### src/rtl/adder_stream_arbiter_if.sv
// Bundle of the requester, engine-input, engine-result and tagged-result
// handshakes around adder_stream_arbiter. The master view is the environment
// (requesters, engine, result consumer); the slave view is the arbiter itself.
interface adder_stream_arbiter_if #(
  parameter int K     = 4,
  parameter int WIDTH = 8,
  parameter int RES_W = 14,
  parameter int IDW   = $clog2(K)
);
  logic [K-1:0]            s_valid;
  logic [K-1:0]            s_ready;
  logic [K-1:0][WIDTH-1:0] s_data;
  logic                    m_valid;
  logic                    m_ready;
  logic [WIDTH-1:0]        m_data;
  logic                    r_valid;
  logic                    r_ready;
  logic [RES_W-1:0]        r_data;
  logic                    o_valid;
  logic                    o_ready;
  logic [RES_W-1:0]        o_data;
  logic [IDW-1:0]          o_id;

  modport master (
    output s_valid, s_data, m_ready, r_valid, r_data, o_ready,
    input  s_ready, m_valid, m_data, r_ready, o_valid, o_data, o_id
  );

  modport slave (
    input  s_valid, s_data, m_ready, r_valid, r_data, o_ready,
    output s_ready, m_valid, m_data, r_ready, o_valid, o_data, o_id
  );
endinterface

### src/rtl/adder_stream_arbiter.sv
// Round-robin arbiter sharing one N-beat summing engine among K requesters.
// A requester owns the engine for a whole group; the owner of every finished
// group is queued in a small ID FIFO and attached to the matching result.
module adder_stream_arbiter #(
  parameter int K        = 4,
  parameter int N        = 8,
  parameter int WIDTH    = 8,
  parameter int RES_W    = 14,
  parameter int ID_DEPTH = 4,
  parameter int IDW      = $clog2(K)
) (
  input  logic                clk,
  input  logic                rst,
  adder_stream_arbiter_if.slave bus,
  output logic                busy,
  output logic                err
);
  localparam int CW = (N > 1) ? $clog2(N) : 1;
  localparam int PW = (ID_DEPTH > 1) ? $clog2(ID_DEPTH) : 1;

  localparam logic [0:0] IDLE  = 1'b0;
  localparam logic [0:0] BURST = 1'b1;

  logic [0:0]     state_reg, state_next;
  logic [IDW-1:0] grant_reg, grant_next;
  logic [IDW-1:0] rr_ptr_reg, rr_ptr_next;
  logic [CW-1:0]  beat_reg, beat_next;
  logic [IDW-1:0] pick;

  logic [IDW-1:0] id_mem [ID_DEPTH];
  logic [PW-1:0]  wr_ptr_reg, rd_ptr_reg;
  logic [PW:0]    count_reg;
  logic           err_reg;

  logic           live, in_burst, any_valid, m_fire, last_beat;
  logic           fifo_empty, fifo_full, push, pop;
  logic [K-1:0]   cand_valid;
  logic [IDW-1:0] cand_idx [K];

  // Outputs are forced quiet while reset is held, not just after it lands.
  assign live       = !rst;
  assign in_burst   = live && (state_reg == BURST);
  assign any_valid  = |bus.s_valid;
  assign fifo_empty = (count_reg == '0);
  assign fifo_full  = (count_reg == (PW+1)'(ID_DEPTH));

  // Candidate list rotated so that slot 0 is the current round-robin head.
  for (genvar gi = 0; gi < K; gi++) begin : g_rot
    assign cand_idx[gi]   = IDW'((32'(rr_ptr_reg) + 32'(gi)) % K);
    assign cand_valid[gi] = bus.s_valid[cand_idx[gi]];
  end

  // First valid requester at or after rr_ptr, wrapping around.
  always_comb begin
    pick = rr_ptr_reg;
    for (int i = K - 1; i >= 0; i--) begin
      if (cand_valid[i]) pick = cand_idx[i];
    end
  end

  // Engine-facing side: only the locked grant is routed, and only in BURST.
  assign bus.m_valid = in_burst && bus.s_valid[grant_reg];
  assign bus.m_data  = in_burst ? bus.s_data[grant_reg] : '0;
  assign m_fire      = in_burst && bus.s_valid[grant_reg] && bus.m_ready;
  assign last_beat   = m_fire && (beat_reg == CW'(N - 1));

  for (genvar gi = 0; gi < K; gi++) begin : g_ready
    assign bus.s_ready[gi] = in_burst && bus.m_ready && (grant_reg == IDW'(gi));
  end

  // Result side: a result is only passed on when its owner is known.
  assign bus.o_valid = live && bus.r_valid && !fifo_empty;
  assign bus.r_ready = live && bus.o_ready && !fifo_empty;
  assign bus.o_data  = bus.r_data;
  assign bus.o_id    = id_mem[rd_ptr_reg];

  assign push = last_beat;
  assign pop  = live && bus.r_valid && bus.o_ready && !fifo_empty;

  assign busy = in_burst;
  assign err  = err_reg;

  // Grant / burst sequencing; a grant needs a free ID slot so the final push
  // of the burst can never overflow.
  always_comb begin
    state_next  = state_reg;
    grant_next  = grant_reg;
    rr_ptr_next = rr_ptr_reg;
    beat_next   = beat_reg;
    case (state_reg)
      IDLE: begin
        if (any_valid && !fifo_full) begin
          state_next = BURST;
          grant_next = pick;
          beat_next  = '0;
        end
      end
      BURST: begin
        if (m_fire) begin
          if (beat_reg == CW'(N - 1)) begin
            state_next  = IDLE;
            beat_next   = '0;
            rr_ptr_next = (grant_reg == IDW'(K - 1)) ? '0 : grant_reg + IDW'(1);
          end else begin
            beat_next = beat_reg + CW'(1);
          end
        end
      end
      default: state_next = IDLE;
    endcase
  end

  // FSM registers; reset drops any partially transferred group.
  always_ff @(posedge clk) begin
    if (rst) begin
      state_reg  <= IDLE;
      grant_reg  <= '0;
      rr_ptr_reg <= '0;
      beat_reg   <= '0;
    end else begin
      state_reg  <= state_next;
      grant_reg  <= grant_next;
      rr_ptr_reg <= rr_ptr_next;
      beat_reg   <= beat_next;
    end
  end

  // ID storage; contents need no reset since the count gates every read.
  always_ff @(posedge clk) begin
    if (push) id_mem[wr_ptr_reg] <= grant_reg;
  end

  // ID FIFO pointers and occupancy; push and pop may coincide.
  always_ff @(posedge clk) begin
    if (rst) begin
      wr_ptr_reg <= '0;
      rd_ptr_reg <= '0;
      count_reg  <= '0;
    end else begin
      if (push) wr_ptr_reg <= wr_ptr_reg + PW'(1);
      if (pop)  rd_ptr_reg <= rd_ptr_reg + PW'(1);
      case ({push, pop})
        2'b10:   count_reg <= count_reg + (PW+1)'(1);
        2'b01:   count_reg <= count_reg - (PW+1)'(1);
        default: count_reg <= count_reg;
      endcase
    end
  end

  // Sticky flag for a result that shows up with no owner on record.
  always_ff @(posedge clk) begin
    if (rst) begin
      err_reg <= 1'b0;
    end else if (bus.r_valid && fifo_empty) begin
      err_reg <= 1'b1;
    end
  end
endmodule

### src/flat_wrapper.sv
// flat-port wrapper written by rule: the top's interface ports become plain ports
module adder_stream_arbiter_flat 
#(
  parameter int K        = 4,
  parameter int N        = 8,
  parameter int WIDTH    = 8,
  parameter int RES_W    = 14,
  parameter int ID_DEPTH = 4,
  parameter int IDW      = $clog2(K)
)
  (clk, rst, busy, err, bus_s_valid, bus_s_data, bus_m_ready, bus_r_valid, bus_r_data, bus_o_ready, bus_s_ready, bus_m_valid, bus_m_data, bus_r_ready, bus_o_valid, bus_o_data, bus_o_id);
  adder_stream_arbiter_if #(.K(K), .WIDTH(WIDTH), .RES_W(RES_W), .IDW(IDW)) bus_i ();
  input  logic clk;
  input  logic rst;
  output logic busy;
  output logic err;
  input wire logic [$bits(bus_i.s_valid)-1:0] bus_s_valid;
  input wire logic [$bits(bus_i.s_data)-1:0] bus_s_data;
  input wire logic [$bits(bus_i.m_ready)-1:0] bus_m_ready;
  input wire logic [$bits(bus_i.r_valid)-1:0] bus_r_valid;
  input wire logic [$bits(bus_i.r_data)-1:0] bus_r_data;
  input wire logic [$bits(bus_i.o_ready)-1:0] bus_o_ready;
  output wire logic [$bits(bus_i.s_ready)-1:0] bus_s_ready;
  output wire logic [$bits(bus_i.m_valid)-1:0] bus_m_valid;
  output wire logic [$bits(bus_i.m_data)-1:0] bus_m_data;
  output wire logic [$bits(bus_i.r_ready)-1:0] bus_r_ready;
  output wire logic [$bits(bus_i.o_valid)-1:0] bus_o_valid;
  output wire logic [$bits(bus_i.o_data)-1:0] bus_o_data;
  output wire logic [$bits(bus_i.o_id)-1:0] bus_o_id;
  assign bus_i.s_valid = bus_s_valid;
  assign bus_i.s_data = bus_s_data;
  assign bus_i.m_ready = bus_m_ready;
  assign bus_i.r_valid = bus_r_valid;
  assign bus_i.r_data = bus_r_data;
  assign bus_i.o_ready = bus_o_ready;
  assign bus_s_ready = bus_i.s_ready;
  assign bus_m_valid = bus_i.m_valid;
  assign bus_m_data = bus_i.m_data;
  assign bus_r_ready = bus_i.r_ready;
  assign bus_o_valid = bus_i.o_valid;
  assign bus_o_data = bus_i.o_data;
  assign bus_o_id = bus_i.o_id;
  adder_stream_arbiter #(.K(K), .N(N), .WIDTH(WIDTH), .RES_W(RES_W), .ID_DEPTH(ID_DEPTH), .IDW(IDW)) u_core (.clk(clk), .rst(rst), .bus(bus_i), .busy(busy), .err(err));
endmodule
### config.mk
export PLATFORM = sky130hd
export DESIGN_NAME = adder_stream_arbiter_flat
export DESIGN_NICKNAME = d
export VERILOG_FILES = /design/src/rtl/adder_stream_arbiter_if.sv /design/src/rtl/adder_stream_arbiter.sv /design/src/flat_wrapper.sv
export SDC_FILE = /design/constraint.sdc
export NUM_CORES = 1
export LEC_CHECK = 0
export BUFFER_PORTS_ARGS = -buffer_cell sky130_fd_sc_hd__buf_2
export CAP_MARGIN = 0
export CORE_MARGIN = 5
export CORE_UTILIZATION = 45
export CTS_CLUSTER_SIZE = 30
export DETAILED_ROUTE_END_ITERATION = 8
export GPL_ROUTABILITY_DRIVEN = 0
export GPL_TIMING_DRIVEN = 0
export PLACE_DENSITY = 0.89
export SKIP_LAST_GASP = 1
export SLEW_MARGIN = 0
export SYNTH_ARGS = -nofsm -noshare
export SYNTH_HDL_FRONTEND = slang
export SYNTH_SLANG_ARGS = --single-unit
### constraint.sdc
create_clock -name clk -period 3.9 [get_ports clk]
set_clock_uncertainty 0.15 [all_clocks]
set_input_delay 0.585 -clock clk [delete_from_list [all_inputs] [get_ports clk]]
set_output_delay 0.585 -clock clk [all_outputs]
set_load 0.05 [all_outputs]
* Word-level counts from Yosys, hierarchy flattened
Memory sizes are Yosys's and may differ from the RTL's. A register that Yosys moved wholly into a read port is not among the register bits. Index checks and enable logic that the tools add are counted.
Cells by class: add/sub/neg operators 9, $lt $le $gt $ge 5, equal/unequal tests 9, multiplexer cells 31, bitwise operators 1, reductions and logical operators 27
Operators with widths (count):
- $logic_and 1x1->1 | 17
- $bmux 8 s2 | 1
- $mux 8 | 2
- $lt 2x3->1 const B | 5
- $mux 2 | 7
- $pmux 3 s2 | 2
- $bmux 1 s2 | 5
- $mux 1 | 10
- $mux 3 | 3
- $add 2x1->2 const B | 4
- $add 3x1->3 const B | 2
- $eq 2x2->1 const B | 3
- $eq 3x3->1 const B | 2
- $add 2x2->2 const B | 2
- $eq 2x1->1 const B | 2
- $reduce_and 2->1 | 2
- $reduce_or 4->1 | 1
- $logic_not 1->1 | 3
- $logic_not 3->1 | 1
- $reduce_and 3->1 | 1
- $sub 3x1->3 const B | 1
- $logic_not 2->1 | 1
- $ne 2x1->1 const B | 1
- $ne 2x2->1 const B | 1
- other kinds (3) | 3
Word-level totals: bits in registers 16, bits in writable memories 8, input port bits 55, output and inout port bits 33, word-level logic and storage cells 91, memories 1
Memories:
- u_core.id_mem | depth 4, width 2, rd ports 1, clocked after memory_dff 1, write ports 1, RTL line adder_stream_arbiter.sv:30 | logic [IDW-1:0] id_mem [ID_DEPTH];

* Depth between registers and ports, before layout
Gate-level depths: netlist (run 1).
depth after elaboration 7, depth in mapped cells 10, gate-level depth less buffers 10

* Worst setup path after synthesis (run 1)
Ideal clock, no wire load.
kind input-to-reg, start in bus_s_valid[3], end reg u_core.count_reg[2], library setup time 0.071 ns, arrival 2.520 ns, required time 3.679 ns, path slack 1.159 ns, cell stages on the path 9, path buffers 0, path through mux4_2 > and4_4 > inv_2 > ha_1 > inv_1 > fa_1 > xor2_1 > or3_1 > a21oi_1
Between the ends: word-level cells in the longest chain between the ends 7, elaborated cells on any way between the ends 9
Ends and longest elaborated chain:
- start: declaration | RTL line flat_wrapper.sv:17 | input wire logic [$bits(bus_i.s_valid)-1:0] bus_s_valid;
- $bmux 1 s2 * | RTL line adder_stream_arbiter.sv:64 | assign m_fire = in_burst && bus.s_valid[grant_reg] && bus.m_ready;
- $mux 1 (implied by the code) * | RTL line adder_stream_arbiter.sv:64
- $logic_and 1x1->1 * (2 in series) | RTL line adder_stream_arbiter.sv:64
- $logic_and 1x1->1 * | RTL line adder_stream_arbiter.sv:65 | assign last_beat = m_fire && (beat_reg == CW'(N - 1));
- $eq 2x1->1 or $eq 2x2->1 (tied branches) | RTL line adder_stream_arbiter.sv:142 | case ({push, pop})
- $pmux 3 s2 or $reduce_bool 2->1 (tied branches)
- end signal: assignment | RTL line adder_stream_arbiter.sv:143 | 2'b10: count_reg <= count_reg + (PW+1)'(1);
- end signal: assignment | RTL line adder_stream_arbiter.sv:144 | 2'b01: count_reg <= count_reg - (PW+1)'(1);
- end signal: assignment | RTL line adder_stream_arbiter.sv:145 | default: count_reg <= count_reg;
- end: declaration | RTL line adder_stream_arbiter.sv:32 | logic [PW:0] count_reg;
Every way passes the cells marked *; elsewhere a longest branch is shown, timed or not. The select of a mux whose other input is x is not followed. A chain may end at the register's enable or synchronous reset.

* Final worst setup path (run 1)
start reg u_core.grant_reg[0], end reg u_core.count_reg[2]
Between the ends: word-level cells in the longest chain between the ends 7, elaborated cells on any way between the ends 9
Ends and longest elaborated chain:
- start: declaration | RTL line adder_stream_arbiter.sv:25 | logic [IDW-1:0] grant_reg, grant_next;
- start signal: assignment | RTL line adder_stream_arbiter.sv:122 | grant_reg <= grant_next;
- $bmux 1 s2 * | RTL line adder_stream_arbiter.sv:64
- $mux 1 (implied by the code) * | RTL line adder_stream_arbiter.sv:64
- $logic_and 1x1->1 * (2 in series) | RTL line adder_stream_arbiter.sv:64
- $logic_and 1x1->1 * | RTL line adder_stream_arbiter.sv:65
- $eq 2x1->1 or $eq 2x2->1 (tied branches) | RTL line adder_stream_arbiter.sv:142
- $pmux 3 s2 or $reduce_bool 2->1 (tied branches)
Marked as above.

==> flow_summary.json, run 1 <==
{
  "status": "completed",
  "grt_max_degree": 16,
  "period_needed_ps": 2942,
  "areaGrowthSynthToFinish_pct": 29.39,
  "worstPathRequired_ps": 3950,
  "synth_seq_area_share_pct": 35.53,
  "ys_types": 35,
  "first_pass_iters": 4,
  "start_kind": "flip-flop",
  "drc_errors": 0,
  "fin_util_pct": 59.74,
  "root_buffer": "clkbuf_8",
  "post-place-ws_ps": 874.5,
  "fin_setup_tns_ps": 0,
  "die_area_um2": 5082,
  "clock-sinks": 26,
  "yosys_warnings": 0,
  "drt-initial-drc-count": 63,
  "largest_reg_flops": 8,
  "cts_buffers": 3,
  "dp_hpwl_mm": 3.364,
  "wirelength_mm": 4.053,
  "finalHoldWorstSlack_ps": 325.8,
  "io_pins": 88,
  "post_cts_resized": 0,
  "vias_per_cell": 5.077,
  "r2r_end": "u_core.count_reg[2]",
  "clk_latency_ps": 270,
  "synth_ff_type": "dfxtp_1",
  "antenna_found_initial": 0,
  "worstHoldStart": "u_core.err",
  "endpoint_kind": "flip-flop",
  "grt_pass1_wl_mm": 6.451,
  "htree_levels": 1,
  "r2r_setup_slack_ps": 960,
  "cap_violations": 0,
  "fillers": 319,
  "leakage_nw": 0.9790,
  "fp-row-count": 22,
  "nets": 307,
  "max_freq_mhz": 339.9,
  "die_w_um": 71.29,
  "crit_start": "u_core.grant_reg[0]",
  "num_antenna_cells": 0,
  "wire_per_inst_um": 14.12,
  "core_um2": 3661,
  "rsz0062_at_grt": "false",
  "drive_above_1_share_pct": 44.35,
  "hold_path.class": "flip-flop to flip-flop",
  "synth_edf_count": 8,
  "start_util_pct": 46.17,
  "slew_viol_final": 0,
  "cts_tree": "built",
  "syn_inst": 162,
  "cp_max_fo": 9,
  "cts_max_path_buffers": 2,
  "path_clk_slew_ps": 90,
  "cts_setup_buffers": 0,
  "fin_ws_ps": 957.6,
  "synthArstFlopShare_pct": 0,
  "slew_headroom_pct": 64.81,
  "syn_nets": 229,
  "grt_overflow_total": 0,
  "drtAntennaViolNets": 0,
  "grt_pass1_vias": 1466,
  "r2r_cells": 9,
  "synth_area_um2": 1690,
  "hold_buffers": 0,
  "period_share_pct": 75.45,
  "worstMarginPinSlew_ps": 527.9,
  "ys_ff_latch": 26,
  "postSynthAreaPerCell_um2": 10.43,
  "die_height_um": 71.29,
  "power_density_nw_per_um2": 315.0,
  "vdd_drop_max_mv": 0.2408,
  "grt_usage_pct": 16.01,
  "finalSetupViolations": 0,
  "io_buffer_count": 73,
  "vias": 1457,
  "finalHoldViolCount": 0,
  "path_class": "flip-flop to flip-flop",
  "crit_end": "u_core.count_reg[2]",
  "arrival_ps": 3000,
  "r2r_start": "u_core.grant_reg[0]"
}
power breakdown:
group          switching (mW)  total, mW  internal, mW
Clock                  0.0844      0.222         0.137
Combinational           0.110      0.177        0.0668
Sequential            0.00598      0.290         0.284
Total                   0.201      0.689         0.488
stage by stage:
stage               cell area, µm²  cells  power (mW)
CTS                           2187    287      0.6939
floorplan                     1690    162      0.4227
global placement              2116    283      0.4673
detailed placement            2116    283      0.4747
global route                  2187    287      0.7190
finish                        2187    287      0.6890
per-layer routing:
metal	routed length [µm]	part of all wire [%]	track usage, %	vias up
met5	0	0	0	-
met4	97	2.4	6.472	0
met3	330	8.1	3.927	11
met2	2113	52	29.08	60
met1	1511	37	17.76	665
li1	-	-	-	721
worst min-delay path by stage:
stage,endpoint,depth (start not counted),slack (ps)
after CTS,u_core.err,2,330
after detailed placement,u_core.err,2,310
after global placement,u_core.err,2,310
final,u_core.err,2,330
after floorplan,u_core.beat_reg[0],1,300
after global routing,u_core.err,2,350
layout make-up:
cell class / count / area [µm²] / share of cell area, %
clock buffers: 3 / 41.29 / 1.888
plain buffers: 22 / 143.9 / 6.579
repair buffers: 73 / 365.4 / 16.70
flip-flops and latches: 26 / 600.6 / 27.46
clock inverters: 1 / 30.03 / 1.373
inverters: 11 / 41.29 / 1.888
well taps: 48 / 60.06 / 2.746
multi-input cells: 103 / 904.6 / 41.36
worst max-delay path, stage by stage, from the launching register on:
cell     delay [ps]
dfxtp_1         550
mux4_2          590
and4_4          230
inv_2            60
ha_1            180
inv_1            70
fa_1            420
xor2_1          160
or3_1           310
a21oi_1         140
layout by cell type, fill, tap and decap left out, types with 3 or more instances in the layout:
cell / count
and2_1: 16
o21ai_0: 4
nand2b_1: 4
buf_2: 74
inv_1: 10
nand2_1: 5
nand4b_1: 3
nor2_1: 8
clkbuf_8: 3
dfxtp_1: 18
mux4_2: 11
and3_1: 5
edfxtp_1: 8
buf_4: 14
ha_1: 11
clkbuf_1: 6
a21oi_1: 7
o31ai_1: 5
synth_stat cells, drive strengths merged, types with 2 or more instances:
library cell	n	area share (%)
a21oi	7	2.1
and2	16	5.9
and3	5	1.9
buf	16	7.2
clkbuf	6	1.3
dfxtp	18	21
edfxtp	8	14
ha	11	8.1
inv	11	2.4
mux2i	2	1.2
mux4	11	15
nand2	5	1.1
nand2b	4	1.5
nand3	2	0.59
nand3b	2	0.89
nand4b	3	1.6
nor2	8	1.8
nor2b	2	0.74
nor3	2	0.59
o21ai	4	1.2
o31ai	5	2.2
or3	2	0.74
xnor2	2	1.0
xor2	2	1.0
logic make-up (layout without fill, tap and decap cells):
| kind of cell | Yosys count | count (layout) | synth area share, % |
|---|---|---|---|
| fa+ha+maj | 12 | 12 | 9.326 |
| flops | 26 | 26 | 35.53 |
| simple gates | 53 | 53 | 18.28 |
| compound gates | 21 | 21 | 7.995 |
| mux | 13 | 13 | 15.84 |
| buf+inv | 33 | 110 | 10.95 |
| xor+xnor | 4 | 4 | 2.073 |
(Power assumes the default switching activity.)
==> run 2: changes to the inputs <==
--- a/config.mk
+++ b/config.mk
@@ -5,10 +5,11 @@
 export SDC_FILE = /design/constraint.sdc
 export NUM_CORES = 1
 export LEC_CHECK = 0
+export ABC_AREA = 1
 export BUFFER_PORTS_ARGS = -buffer_cell sky130_fd_sc_hd__buf_2
 export CAP_MARGIN = 0
 export CORE_MARGIN = 5
-export CORE_UTILIZATION = 45
+export CORE_UTILIZATION = 47
 export CTS_CLUSTER_SIZE = 30
 export DETAILED_ROUTE_END_ITERATION = 8
 export GPL_ROUTABILITY_DRIVEN = 0
==> constraint.sdc (replaced) <==
create_clock -name clk -period 2.82 [get_ports clk]
set_clock_uncertainty 0.15 [all_clocks]
set_input_delay 0.423 -clock clk [delete_from_list [all_inputs] [get_ports clk]]
set_output_delay 0.423 -clock clk [all_outputs]
set_load 0.05 [all_outputs]
==> run 2 against run 1 <==
Against the previous run: synthesized cell count up 66%; critical endpoint unchanged; sequential share of layout area down 2.6 points; highest routed layer unchanged; largest power group unchanged; critical path type unchanged; combinational power up 99%.
==> flow_summary.json, run 2 <==
{
  "status": "completed",
  "nets": 414,
  "fin_cells": 396,
  "top_usage_layer": "met2",
  "worstMarginPinSlew_ps": 418.0,
  "max_stage_delay_ps": 430,
  "grt_pass1_wl_mm": 7.238,
  "cts_setup_buffers": 0,
  "cp_num_buf_inv": 3,
  "finalPower_mw": 1.082,
  "num_antenna_cells": 0,
  "grt_overflow_total": 0,
  "yosys.area.top_type": "dfxtp_1",
  "synth_ff_type": "dfxtp_1",
  "wirelength_mm": 4.493,
  "cp_top_family": "compound AO/OA/AOI/OAI gates",
  "areaGrowthSynthToFinish_pct": 26.06,
  "cp_cell_sequence": "buf_2 > o21ai_2 > nand2_4 > nand3_4 > buf_8 > ha_1 > inv_1 > fa_1 > a21oi_1 > o21ai_0 > o21ai_0 > a21oi_1",
  "ys_types": 32,
  "power_density_nw_per_um2": 445.6,
  "core_um2": 4000,
  "period_needed_ps": 2534,
  "fin_setup_tns_ps": 0,
  "cts_tree": "built",
  "arrival_ps": 2550,
  "max_freq_mhz": 394.6,
  "dp.cells": 392,
  "syn_nets": 336,
  "slew_headroom_pct": 72.13,
  "die_height_um": 74.01,
  "endpoint_kind": "flip-flop",
  "start_kind": "flip-flop",
  "htree_levels": 1,
  "vias_per_cell": 4.922,
  "dp_hpwl_mm": 3.620,
  "root_buffer": "clkbuf_8",
  "hold_buffers": 0,
  "die_area_um2": 5477,
  "path_class": "flip-flop to flip-flop",
  "hold_path.class": "input port to flip-flop",
  "io_pins": 88,
  "synth_area_um2": 1926,
  "clk_latency_ps": 270,
  "layout_common_cells": "buf_2 (76), nor2_1 (49), nand2_1 (34), inv_1 (31), o21ai_0 (30)",
  "globalRouteMet1Util_pct": 18.54,
  "period_share_pct": 89.85,
  "postSynthAreaPerCell_um2": 7.158,
  "slew_viol_final": 0,
  "fp-row-count": 23,
  "finalHoldViolCount": 0,
  "grt_max_degree": 16,
  "drc_errors": 0,
  "drt-initial-drc-count": 54,
  "drive_above_1_share_pct": 36.42,
  "largest_reg_flops": 8,
  "synthTopCellsByArea": "dfxtp_1 (19%), edfxtp_1 (12%), nor2_1 (9.6%), o21ai_0 (7.8%), ha_1 (7.1%)",
  "synth_edf_count": 8,
  "gr-usage-met3_pct": 3.243,
  "worstPathRequired_ps": 2840,
  "start_util_pct": 48.14,
  "leakage_nw": 1.198,
  "post-place-ws_ps": 182.6,
  "ys_ff_latch": 26,
  "drtAntennaViolNets": 0,
  "fin_ws_ps": 286.1,
  "cp_max_fo": 10,
  "use_met2_pct": 30.71,
  "synthArstFlopShare_pct": 0,
  "post-synth-top-count-cell": "nor2_1",
  "antenna_found_initial": 0,
  "grt_pass1_vias": 1805,
  "wire_per_inst_um": 11.35,
  "rsz0062_at_grt": "false",
  "io_buffer_count": 73,
  "cts_max_path_buffers": 2,
  "layout_commonest_cell": "buf_2",
  "yosys-top-cells-count": "nor2_1 (49), nand2_1 (34), inv_1 (31), o21ai_0 (30), a21oi_1 (19)",
  "place_area_um2": 2354,
  "path_clk_slew_ps": 90,
  "syn_inst": 269,
  "clock-sinks": 26,
  "grt_usage_pct": 16.58,
  "finalHoldWorstSlack_ps": 248.4,
  "synth_seq_area_share_pct": 31.19,
  "slowest_stage": "fa_1",
  "post_cts_resized": 0,
  "vias": 1949,
  "finalSetupViolations": 0,
  "fin_util_pct": 60.68,
  "stdcell_area_um2": 2427,
  "vdd_drop_max_mv": 0.3049,
  "die_w_um": 74.01,
  "first_pass_iters": 5,
  "cts_buffers": 3,
  "synth_top_area_share_pct": 18.71,
  "cap_violations": 0,
  "yosys_warnings": 0
}
==> run 2: routing by layer <==
layer  wire, µm  up-vias
met5          0        -
met4         99        0
met3        414        9
met2       2240       84
met1       1738      844
li1           -     1012
==> run 2: path summary, 6_finish.rpt <==
| path | cells past startpoint | slack [ps] | from | end |
|---|---|---|---|---|
| setup / recovery | 12 | 290 | u_core.grant_reg[0] | u_core.count_reg[2] |
| setup reg to reg | 12 | 290 | u_core.grant_reg[0] | u_core.count_reg[2] |
| hold reg to reg | 2 | 310 | u_core.err | u_core.err |
| hold / removal | 3 | 250 | bus_r_valid | u_core.err |
==> run 2: kinds of logic (layout without fill, tap and decap cells) <==
| family | after synthesis | after routing | share of synthesized area, % |
|---|---|---|---|
| AOI/OAI and AO/OA | 67 | 67 | 19.95 |
| adders and majority gates | 12 | 12 | 8.187 |
| buffers and inverters | 60 | 137 | 15.92 |
| DFF | 26 | 26 | 31.19 |
| and+or+nand+nor | 104 | 104 | 24.76 |
==> run 2: power by group <==
group	internal (mW)	switching, mW
combinational	0.115	0.238
clock	0.190	0.118
sequential	0.402	0.0192
==> run 2: area by class of cell <==
cell class	count	area [µm²]
Buffer	22	161.4
Tap cell	50	62.56
Fill cell	341	1573
Timing Repair Buffer	73	365.4
Clock buffer	3	41.29
Multi-Input combinational cell	183	1018
Sequential cell	26	603.1
Inverter	38	145.1
Clock inverter	1	30.03
==> run 2: worst min-delay path: stages <==
cell	delay, ps
buf_2	100
nand2_1	60
a21oi_1	50
==> run 3: changes to the inputs <==
--- a/config.mk
+++ b/config.mk
@@ -5,16 +5,16 @@
 export SDC_FILE = /design/constraint.sdc
 export NUM_CORES = 1
 export LEC_CHECK = 0
-export ABC_AREA = 1
 export BUFFER_PORTS_ARGS = -buffer_cell sky130_fd_sc_hd__buf_2
 export CAP_MARGIN = 0
 export CORE_MARGIN = 5
-export CORE_UTILIZATION = 47
+export CORE_UTILIZATION = 45
 export CTS_CLUSTER_SIZE = 30
 export DETAILED_ROUTE_END_ITERATION = 8
 export GPL_ROUTABILITY_DRIVEN = 0
 export GPL_TIMING_DRIVEN = 0
-export PLACE_DENSITY = 0.89
+export PLACE_DENSITY = 0.8
+export RECOVER_POWER = 50
 export SKIP_LAST_GASP = 1
 export SLEW_MARGIN = 0
 export SYNTH_ARGS = -nofsm -noshare
==> run 3 against run 2 <==
Against the previous run: final area fell by 11%; critical path type unchanged; combinational power fell by 31%; global-route usage fell by 1.3 points; total power fell by 13%; sequential power fell by 5.0%; final cell count fell by 27%; die area fell by 7.2%; flip-flop and latch count did not move; largest power group unchanged; worst setup slack got worse by 160 ps; wire length fell by 12%; critical path depth fell by 3; utilization fell by 1.4 points.
==> flow_summary.json, run 3 (synthesis gave the netlist of run 1 again) <==
{
  "worstMarginPinSlew_ps": 601.3,
  "die_w_um": 71.29,
  "grt_pass1_vias": 1382,
  "period_share_pct": 95.51,
  "cts_tree": "built",
  "finalHoldWorstSlack_ps": 273.3,
  "vias": 1429,
  "start_kind": "flip-flop",
  "pwr-share-seq_pct": 42.3,
  "clock-sinks": 26,
  "power_density_nw_per_um2": 435.5,
  "cap_violations": 0,
  "nets": 308,
  "dp_hpwl_mm": 3.258,
  "areaGrowthSynthToFinish_pct": 28.42,
  "cts_max_path_buffers": 2,
  "fin_ws_ps": 126.5,
  "worstPathRequired_ps": 2870,
  "crit_start": "u_core.grant_reg[0]",
  "antenna_found_initial": 0,
  "hold_buffers": 0,
  "slew_headroom_pct": 60.09,
  "largest_reg_flops": 8,
  "num_antenna_cells": 0,
  "io_pins": 88,
  "slew_viol_final": 0,
  "layout_common_cells": "buf_2 (57), clkbuf_1 (24), and2_1 (16), dfxtp_1 (16), buf_4 (15)",
  "grt_usage_pct": 15.28,
  "start_util_pct": 46.17,
  "path_class": "flip-flop to flip-flop",
  "endpoint_kind": "flip-flop",
  "fp-row-count": 22,
  "grt_pass1_wl_mm": 6.237,
  "grt_max_degree": 16,
  "post-place-ws_ps": -155.8,
  "first_pass_iters": 4,
  "wirelength_mm": 3.940,
  "leakage_nw": 0.9333,
  "switching_power_uw": 273.3,
  "internal_power_uw": 672.1,
  "rsz0062_at_grt": "false",
  "worstHoldStart": "bus_r_valid",
  "clk_latency_ps": 260,
  "hold_path.class": "input port to flip-flop",
  "vdd_drop_max_mv": 0.3282,
  "period_needed_ps": 2693,
  "stdcell_area_um2": 2171,
  "layout_commonest_cell": "buf_2",
  "drive_above_1_share_pct": 37.92,
  "arrival_ps": 2740,
  "htree_levels": 1,
  "io_buffer_count": 73,
  "drc_errors": 0,
  "drt-initial-drc-count": 65,
  "finalPower_uw": 945.4,
  "finalHoldViolCount": 0,
  "drtAntennaViolNets": 0,
  "path_clk_slew_ps": 90,
  "finalSetupViolations": 0,
  "cp_max_fo": 3,
  "comb_power_share_pct": 25.7,
  "vias_per_cell": 4.962,
  "cts_buffers": 3,
  "fin_util_pct": 59.30,
  "pwr-share-clk_pct": 32.0,
  "root_buffer": "clkbuf_8",
  "core_um2": 3661,
  "place_area_um2": 2116,
  "status": "completed",
  "r2r_start": "u_core.grant_reg[0]",
  "die_height_um": 71.29,
  "die_area_um2": 5082,
  "wire_per_inst_um": 13.68,
  "grt_overflow_total": 0,
  "max_freq_mhz": 371.3,
  "p_sw_share_pct": 28.91
}
==> run 3: metrics by stage <==
step | setup TNS [ps] | cells
finish | 0 | 288
detailed placement | -155.8 | 283
floorplan | 0 | 162
CTS | 0 | 287
global route | 0 | 288
global placement | -98.09 | 283
==> run 3: final timing paths <==
check | slack (ps) | cells after the start | endpoint
worst max-delay path | 130 | 9 | u_core.count_reg[2]
worst min-delay path | 270 | 3 | u_core.err
worst max register to register | 130 | 9 | u_core.count_reg[2]
worst min register to register | 330 | 2 | u_core.err
==> run 3: repair_timing <==
action,CTS,global route
setup buffers,0,1
gates resized for setup,2,1
setup endpoints to repair,1,1
==> run 3: worst max-delay path: stages (launching register included) <==
cell,delay (ps)
dfxtp_4,360
mux4_2,530
and4_4,230
inv_2,50
ha_1,180
inv_1,70
fa_1,430
xor2_1,160
or3_1,320
a21oi_1,140
==> run 3: power groups by stage <==
stage | combinational [mW] | clock, mW | sequential, mW
6_report | 0.243 | 0.303 | 0.400
5_1_grt | 0.260 | 0.328 | 0.401
4_1_cts | 0.244 | 0.311 | 0.403
3_5_place_dp | 0.244 | 0 | 0.411
3_3_place_gp | 0.239 | 0 | 0.411
2_1_floorplan | 0.173 | 0 | 0.412
==> run 3: per-layer routing <==
layer	vias up	wire [µm]	track usage, %
met5	-	0	0
met4	0	53	3.340
met3	6	239	3.506
met2	41	2086	28.57
met1	661	1561	17.56
li1	721	-	-
==> run 3: area by class of cell <==
type | count | area, µm²
Multi-Input combinational cell | 103 | 904.6
Fill cell | 340 | 1490
Timing Repair Buffer | 74 | 351.6
Sequential cell | 26 | 605.6
Clock buffer | 3 | 41.29
Clock inverter | 1 | 30.03
Inverter | 11 | 41.29
Buffer | 22 | 136.4
Tap cell | 48 | 60.06
